<file path="src/rtl/fetch_sequencer_if.sv">
`default_nettype none
// ============================================================================
//  Module   : fetch_sequencer_if
//  Purpose  : Bundles the instruction-memory handshake, the decode-side
//             hand-off and the status outputs of the fetch sequencer.
//  Modports : master - the fetch sequencer (drives req/addr/instr/pc/...)
//             slave  - the environment (memory + decode/execute stage)
//  Signals  : imem_req, imem_addr[31:0], imem_ready, imem_rdata[31:0],
//             instr[31:0], instr_valid, instr_accept, pcsel,
//             branch_off[31:0], jump, jump_target[25:0], pc[31:0], trap,
//             retired[31:0]
//  Revision : 1.0 - initial release
// ============================================================================
interface fetch_sequencer_if;
   logic        imem_req;
   logic [31:0] imem_addr;
   logic        imem_ready;
   logic [31:0] imem_rdata;
   logic [31:0] instr;
   logic        instr_valid;
   logic        instr_accept;
   logic        pcsel;
   logic [31:0] branch_off;
   logic        jump;
   logic [25:0] jump_target;
   logic [31:0] pc;
   logic        trap;
   logic [31:0] retired;

   modport master (
      output imem_req, imem_addr,
      input  imem_ready, imem_rdata,
      output instr, instr_valid,
      input  instr_accept, pcsel, branch_off, jump, jump_target,
      output pc, trap, retired
   );

   modport slave (
      input  imem_req, imem_addr,
      output imem_ready, imem_rdata,
      input  instr, instr_valid,
      output instr_accept, pcsel, branch_off, jump, jump_target,
      input  pc, trap, retired
   );
endinterface
`default_nettype wire

</file>
<file path="src/rtl/fetch_sequencer.sv">
`default_nettype none
// ============================================================================
//  Module   : fetch_sequencer
//  Purpose  : Fetch-side controller for the unpipelined MIPS core. Owns the
//             PC, issues instruction-memory reads over a req/ready
//             handshake, holds each fetched word until decode accepts it,
//             then advances the PC (sequential, branch or jump). Traps to
//             TRAP_VEC when memory does not answer within MAX_WAIT cycles.
//  Ports    : clk   - system clock, rising edge
//             reset - asynchronous, active-low reset
//             bus   - fetch_sequencer_if.master (memory handshake, decode
//                     hand-off, pc / trap / retired status)
//  Params   : RESET_VEC - PC after reset (word address)
//             TRAP_VEC  - PC after a fetch timeout (word address)
//             MAX_WAIT  - REQ cycles without ready before trapping (1..255)
//  Revision : 1.0 - initial release
// ============================================================================
module fetch_sequencer #(
   parameter logic [31:0] RESET_VEC = 32'h0000_0000,
   parameter logic [31:0] TRAP_VEC  = 32'h0000_0040,
   parameter int unsigned MAX_WAIT  = 15
) (
   input  logic              clk,
   input  logic              reset,
   fetch_sequencer_if.master bus
);

   // Last wait-counter value that may still be followed by another REQ
   // cycle; a miss while the counter holds this value is the MAX_WAIT-th.
   localparam logic [7:0] c_wait_last = 8'(MAX_WAIT - 1);

   typedef enum logic [1:0] {
      ST_IDLE = 2'd0,
      ST_REQ  = 2'd1,
      ST_HOLD = 2'd2,
      ST_TRAP = 2'd3
   } state_t;

   state_t      r_state;
   state_t      w_state_next;

   logic        r_armed;        // IDLE has seen its first edge after reset
   logic        w_armed_next;
   logic [31:0] r_pc;
   logic [31:0] w_pc_next;
   logic [31:0] r_instr;
   logic [31:0] w_instr_next;
   logic [7:0]  r_wait;
   logic [7:0]  w_wait_next;
   logic [31:0] r_retired;
   logic [31:0] w_retired_next;

   logic        r_imem_req;
   logic        r_instr_valid;
   logic        r_trap;

   logic [31:0] w_pc_seq;
   logic [31:0] w_pc_branch;
   logic [31:0] w_pc_jump;

   // Candidate next-PC values; selection happens only on an accepted HOLD.
   assign w_pc_seq    = r_pc + 32'd1;
   assign w_pc_branch = w_pc_seq + bus.branch_off;
   assign w_pc_jump   = {r_pc[31:26], bus.jump_target};

   // ------------------------------------------------------------------------
   // State register
   // ------------------------------------------------------------------------
   always_ff @(posedge clk or negedge reset) begin
      if (!reset) begin
         r_state <= ST_IDLE;
      end else begin
         r_state <= w_state_next;
      end
   end

   // ------------------------------------------------------------------------
   // Next-state and next-datapath logic
   // ------------------------------------------------------------------------
   always_comb begin
      w_state_next   = r_state;
      w_armed_next   = r_armed;
      w_pc_next      = r_pc;
      w_instr_next   = r_instr;
      w_wait_next    = r_wait;
      w_retired_next = r_retired;

      case (r_state)
         // IDLE spans two edges so that the first request appears on the
         // second rising edge after reset release.
         ST_IDLE: begin
            if (r_armed) begin
               w_state_next = ST_REQ;
            end else begin
               w_armed_next = 1'b1;
            end
         end

         // A ready on the MAX_WAIT-th cycle wins over the timeout because
         // the ready test comes first.
         ST_REQ: begin
            if (bus.imem_ready) begin
               w_instr_next = bus.imem_rdata;
               w_wait_next  = 8'd0;
               w_state_next = ST_HOLD;
            end else if (r_wait == c_wait_last) begin
               w_wait_next  = r_wait + 8'd1;
               w_state_next = ST_TRAP;
            end else begin
               w_wait_next  = r_wait + 8'd1;
            end
         end

         // Redirect inputs are only meaningful together with instr_accept.
         ST_HOLD: begin
            if (bus.instr_accept) begin
               if (bus.jump) begin
                  w_pc_next = w_pc_jump;
               end else if (bus.pcsel) begin
                  w_pc_next = w_pc_branch;
               end else begin
                  w_pc_next = w_pc_seq;
               end
               w_retired_next = r_retired + 32'd1;
               w_state_next   = ST_REQ;
            end
         end

         ST_TRAP: begin
            w_pc_next    = TRAP_VEC;
            w_wait_next  = 8'd0;
            w_state_next = ST_REQ;
         end

         default: begin
            w_state_next = ST_IDLE;
         end
      endcase
   end

   // ------------------------------------------------------------------------
   // Datapath and registered outputs. Status outputs are decoded from the
   // next state so they line up with the state they describe.
   // ------------------------------------------------------------------------
   always_ff @(posedge clk or negedge reset) begin
      if (!reset) begin
         r_armed       <= 1'b0;
         r_pc          <= RESET_VEC;
         r_instr       <= 32'd0;
         r_wait        <= 8'd0;
         r_retired     <= 32'd0;
         r_imem_req    <= 1'b0;
         r_instr_valid <= 1'b0;
         r_trap        <= 1'b0;
      end else begin
         r_armed       <= w_armed_next;
         r_pc          <= w_pc_next;
         r_instr       <= w_instr_next;
         r_wait        <= w_wait_next;
         r_retired     <= w_retired_next;
         r_imem_req    <= (w_state_next == ST_REQ);
         r_instr_valid <= (w_state_next == ST_HOLD);
         r_trap        <= (w_state_next == ST_TRAP);
      end
   end

   assign bus.imem_req    = r_imem_req;
   assign bus.imem_addr   = r_pc;
   assign bus.instr       = r_instr;
   assign bus.instr_valid = r_instr_valid;
   assign bus.pc          = r_pc;
   assign bus.trap        = r_trap;
   assign bus.retired     = r_retired;

endmodule
`default_nettype wire

</file>
<file path="src/flat_wrapper.sv">
// flat-port wrapper written by rule: the top's interface ports become plain ports
module fetch_sequencer_flat 
#(
   parameter logic [31:0] RESET_VEC = 32'h0000_0000,
   parameter logic [31:0] TRAP_VEC  = 32'h0000_0040,
   parameter int unsigned MAX_WAIT  = 15
)
  (clk, reset, bus_imem_req, bus_imem_addr, bus_imem_ready, bus_imem_rdata, bus_instr, bus_instr_valid, bus_instr_accept, bus_pcsel, bus_branch_off, bus_jump, bus_jump_target, bus_pc, bus_trap, bus_retired);
  fetch_sequencer_if bus_i ();
  input  logic clk;
  input  logic reset;
  output wire logic [$bits(bus_i.imem_req)-1:0] bus_imem_req;
  output wire logic [$bits(bus_i.imem_addr)-1:0] bus_imem_addr;
  input wire logic [$bits(bus_i.imem_ready)-1:0] bus_imem_ready;
  input wire logic [$bits(bus_i.imem_rdata)-1:0] bus_imem_rdata;
  output wire logic [$bits(bus_i.instr)-1:0] bus_instr;
  output wire logic [$bits(bus_i.instr_valid)-1:0] bus_instr_valid;
  input wire logic [$bits(bus_i.instr_accept)-1:0] bus_instr_accept;
  input wire logic [$bits(bus_i.pcsel)-1:0] bus_pcsel;
  input wire logic [$bits(bus_i.branch_off)-1:0] bus_branch_off;
  input wire logic [$bits(bus_i.jump)-1:0] bus_jump;
  input wire logic [$bits(bus_i.jump_target)-1:0] bus_jump_target;
  output wire logic [$bits(bus_i.pc)-1:0] bus_pc;
  output wire logic [$bits(bus_i.trap)-1:0] bus_trap;
  output wire logic [$bits(bus_i.retired)-1:0] bus_retired;
  assign bus_imem_req = bus_i.imem_req;
  assign bus_imem_addr = bus_i.imem_addr;
  assign bus_i.imem_ready = bus_imem_ready;
  assign bus_i.imem_rdata = bus_imem_rdata;
  assign bus_instr = bus_i.instr;
  assign bus_instr_valid = bus_i.instr_valid;
  assign bus_i.instr_accept = bus_instr_accept;
  assign bus_i.pcsel = bus_pcsel;
  assign bus_i.branch_off = bus_branch_off;
  assign bus_i.jump = bus_jump;
  assign bus_i.jump_target = bus_jump_target;
  assign bus_pc = bus_i.pc;
  assign bus_trap = bus_i.trap;
  assign bus_retired = bus_i.retired;
  fetch_sequencer #(.RESET_VEC(RESET_VEC), .TRAP_VEC(TRAP_VEC), .MAX_WAIT(MAX_WAIT)) u_core (.clk(clk), .reset(reset), .bus(bus_i));
endmodule
</file>
<file path="config.mk">
export PLATFORM = sky130hd
export DESIGN_NAME = fetch_sequencer_flat
export DESIGN_NICKNAME = d
export VERILOG_FILES = /design/src/rtl/fetch_sequencer_if.sv /design/src/rtl/fetch_sequencer.sv /design/src/flat_wrapper.sv
export SDC_FILE = /design/constraint.sdc
export NUM_CORES = 1
export LEC_CHECK = 0
export ABC_AREA = 1
export CORE_AREA = 5 5 141 156
export DETAILED_ROUTE_END_ITERATION = 6
export DIE_AREA = 0 0 146 161
export PLACE_DENSITY = 0.72
export REMOVE_ABC_BUFFERS = 1
export SYNTH_ARGS = -nofsm -noshare
export SYNTH_HDL_FRONTEND = slang
export SYNTH_SLANG_ARGS = --single-unit
export TNS_END_PERCENT = 20
</file>
<file path="constraint.sdc">
create_clock -name clk -period 5.7 [get_ports clk]
set_input_delay 1.14 -clock clk [delete_from_list [all_inputs] [get_ports clk]]
set_output_delay 1.14 -clock clk [all_outputs]
set_load 0.02 [all_outputs]
</file>
==> results.md <==
* M3 GR Usage at ~6.5%
* FF-to-FF End: u_core.bus.imem_addr[26]
* Post-synthesis simple-gate area fraction at 36.7%
* Main combinational cell family by area after synthesis: simple AND/OR/NAND/NOR gates
* Share of layout cells above drive strength 1 at 5.22%
* Clk Latency, worst-skew pair at 0.35 ns
* Sequential element share of the synthesized area at around 31%
* Power per cell area at 386 nW/um^2
* Met1 GRT Util at 29.5%
* DR vias at 9,105
* Final setup fails at 0
* Multi-input gate area at 5130 um^2
* Critical path class: reg2reg
* Hold WC Path Type: reg2reg
* Synth top area cells: dfrtp_1 31%, nand2_1 19%, inv_1 8.2%, nor2_1 6.5%, ha_1 5.7%
* Max_slew headroom at 28.0%
* Worst r2r src: u_core.bus.imem_addr[16]
* Placeable core region at 20,300 um^2
* Placed Area at 11,200 um^2
* Largest fanout on the critical path at 6
* Port Buffers at around 230
* Setup Skew at 0.0127 ns
* Post-synth cell types at between 40 and 50
* Setup bufs post-CTS at 0
* Status: completed
* Leading cell types in the layout, fill and taps excluded: 459 x nand2_1, 225 x clkdlybuf4s50_1, 195 x inv_1
* Most used cell along the critical path: nand2_1
* GR Util All Layers at between 20 and 30%
* Area leader, netlist: dfrtp_1
* # hold bufs at CTS at 0
* Longest Clk Path Bufs at 2
* M2 GR Usage at 45.5%
* Worst-path clk slew at 0.08 ns
* # DRC at 0
* Via density at around 5
* Die width at 146 um
* Number of diodes at 0
* GP Congestion at 0.992
* Slowest stage delay, CP at 0.54 ns
* Hold-critical path endpoint: u_core.r_armed
* Synth Area in Compound Gates at between 5 and 6%
* Initial Util at 44.1%
* WL final at 30,100 um
* Vias in the first global route at 9,314
* Commonest non-fill, non-tap cell in the layout: nand2_1
* Fmax at 0.294 GHz
* Sum Neg Setup Slack at 0 ns
* Fraction of power consumed by sequential logic at 28.7%
* Die area at 23,500 um^2
* P_leak at 5.87 nW
* # H-tree levels at 3
* Iter 0 DRT Violations at 505
* Largest net degree at the start of global routing at 67
* Comb pwr share at 56.9%
* Hold Path Cell Cnt at 2
* Sw Ratio at 46.6%
* Mapped Cells at 1,357
* CTS Buf Count at 9
* Adder-Cell Fraction of Synth Area at 5.95%
* Storage element area at 2750 um^2
* Synth Register Bits at 110
* Area growth from synthesis to layout at 28.9%
* TritonRoute pass-1 iters at 5
* Final Hold Fails at 0
* Min Tclk post-route at 3.40 ns
* Highest-delay cell along the critical path: dfrtp_1
* Mux share of post-synthesis cell area at 4.03%
* RSZ-0062 raised after global routing: false
* Sw power at 0.00207 W
* ANT nets after route at 0
* Worst Path Arrival at 3.65 ns
* Grt total ovfl at 0
* Worst reg2reg path depth at 19
* Chip Height at 161 um
* I/O pin cnt at 227
* Core Rows at 55
* Internal power at 0.00238 W
* Final Cell Area at 11,500 um^2
* Crit end category: flop
* Netlist Area Pre-Place at 8950 um^2
* Synth Area in XOR/XNOR at between 5 and 6%
* Peak supply drop at 0.289 mV
* Initial antenna violation count at 1
* Resize count post-CTS at 0
* # fillers at roughly 2,000
* Syn_area_per_cell at 6.60 um^2
* Worst path cell trace: nand2_1, nor2_1, nand2_1, nor2_1, nand2_1, xor2_1, ha_1, nand2_1, inv_1, nand2_1, nand3_1, a21oi_1, nor2_1, nor2_1, nand2_1, nand2_1, nand3_1, nand2_1, nand2_1
* Clock network power share at around 14%
* Max Cap Viol at 0
* Root buffer cell: clkbuf_16
* Slew Limit Fails at 0
* First-pass GRT wire length at 48,300 um
* CTS Sinks at 110
* Synth warnings at 0
* Worst-Margin Slew at about 1.1 ns
* Most Crowded Layer GR: met2
* Reg2reg setup slack at 2.30 ns
* Final Net Count at 1,684
* Top cell type's share of synthesized area at between 30% and 40%
* WL/cell at 16.7 um
* Worst Path Required at 5.94 ns
* Share of the clock period used by the worst path at 59.7%
* Hold_sp: u_core.r_armed
* Startpoint types: flop
* CTS tree: yes
* HPWL after detailed placement at 24,700 um
per-layer routing:
metal	vias to the layer above	wire length, um
met1	4154	12000
li1	4579	-
met3	60	2270
met5	-	13
met2	310	14800
met4	2	1080
cells in the mapped netlist:
cell	n
a21o_1	1
a21oi_1	36
a31oi_1	1
a32o_1	1
and2_1	6
and3_1	1
buf_1	7
buf_2	7
buf_4	32
clkbuf_1	6
clkinv_1	1
dfrtp_1	110
fa_1	1
ha_1	41
inv_1	195
inv_2	2
mux2_2	32
nand2_1	459
nand2_2	3
nand2_4	2
nand3_1	92
nand3b_1	2
nand4_1	17
nand4_4	1
nor2_1	154
nor2_2	3
nor2_4	5
nor2_8	1
nor3_1	19
nor3_2	1
nor4_1	4
nor4_2	1
o211ai_1	3
o21ai_0	36
o21ai_1	1
o21bai_1	6
o22ai_1	3
o32ai_1	1
or2_2	9
or3_1	1
xnor2_1	18
xor2_1	35
metrics by stage:
stage	worst slack (ns)	total power, W	instances	hold WS (ns)	utilization [%]
detailed placement	2.15	0.00382	1791	0.450	55.4
floorplan	2.77	0.00268	1305	0.428	-
global route	2.00	0.00478	1807	0.497	56.8
finish	2.30	0.00445	1807	0.463	56.8
global placement	2.16	0.00379	1791	0.443	55.4
CTS	2.36	0.00447	1807	0.472	56.8
critical path, delay by kind of cell, from the launching register on:
family / cells / cell delay (ns)
flops: 1 / 0.54
buf+inv: 1 / 0.05
simple gates: 15 / 1.72
compound gates: 1 / 0.27
xor+xnor: 1 / 0.39
fa+ha+maj: 1 / 0.34
sequential cells by signal, summed over array words and instances (netlist names):
signal and flops:
u_core.r_wait 8, u_core.bus.imem_addr 32, u_core.bus.retired 32, u_core.r_state 2, u_core.bus.instr_valid 1, u_core.bus.instr 32, u_core.r_armed 1, u_core.bus.trap 1
u_core.bus.imem_req 1
area by class of cell:
type                       count  area share (%)
multi-input combinational    997            44.5
sequential                   110            23.9
timing repair buffer         230            19.8
inverter                     198            6.44
tap                          256            2.78
clock buffer                   9            1.95
clock inverter                 7           0.672
kinds of logic (layout without fill, tap and decap cells):
family / count (synthesis) / count (layout)
and+or+nand+nor: 781 / 781
buffers and inverters: 250 / 444
DFF: 110 / 110
AOI/OAI and AO/OA: 89 / 89
xor gates and xnor gates: 53 / 53
adders and majority gates: 42 / 42
muxes: 32 / 32
power by group through the flow:
stage	logic, W	clock network (W)	registers (W)
6_report	0.00253	0.000639	0.00128
5_1_grt	0.00277	0.000685	0.00132
4_1_cts	0.00254	0.000656	0.00128
3_5_place_dp	0.00252	0	0.00129
3_3_place_gp	0.00251	0	0.00128
2_1_floorplan	0.00112	0	0.00156
worst max-delay path by stage:
stage                                    end  slack (ns)  cells after the start                      from
floorplan           u_core.bus.imem_addr[21]        2.77                     19   u_core.bus.imem_addr[0]
global placement    u_core.bus.imem_addr[16]        2.16                     16         bus_branch_off[0]
detailed placement  u_core.bus.imem_addr[16]        2.15                     16         bus_branch_off[0]
CTS                 u_core.bus.imem_addr[31]        2.36                     17   u_core.bus.imem_addr[9]
global route        u_core.bus.imem_addr[26]        2.00                     19  u_core.bus.imem_addr[16]
finish              u_core.bus.imem_addr[26]        2.30                     19  u_core.bus.imem_addr[16]
Power figures use the tool's default switching activity.
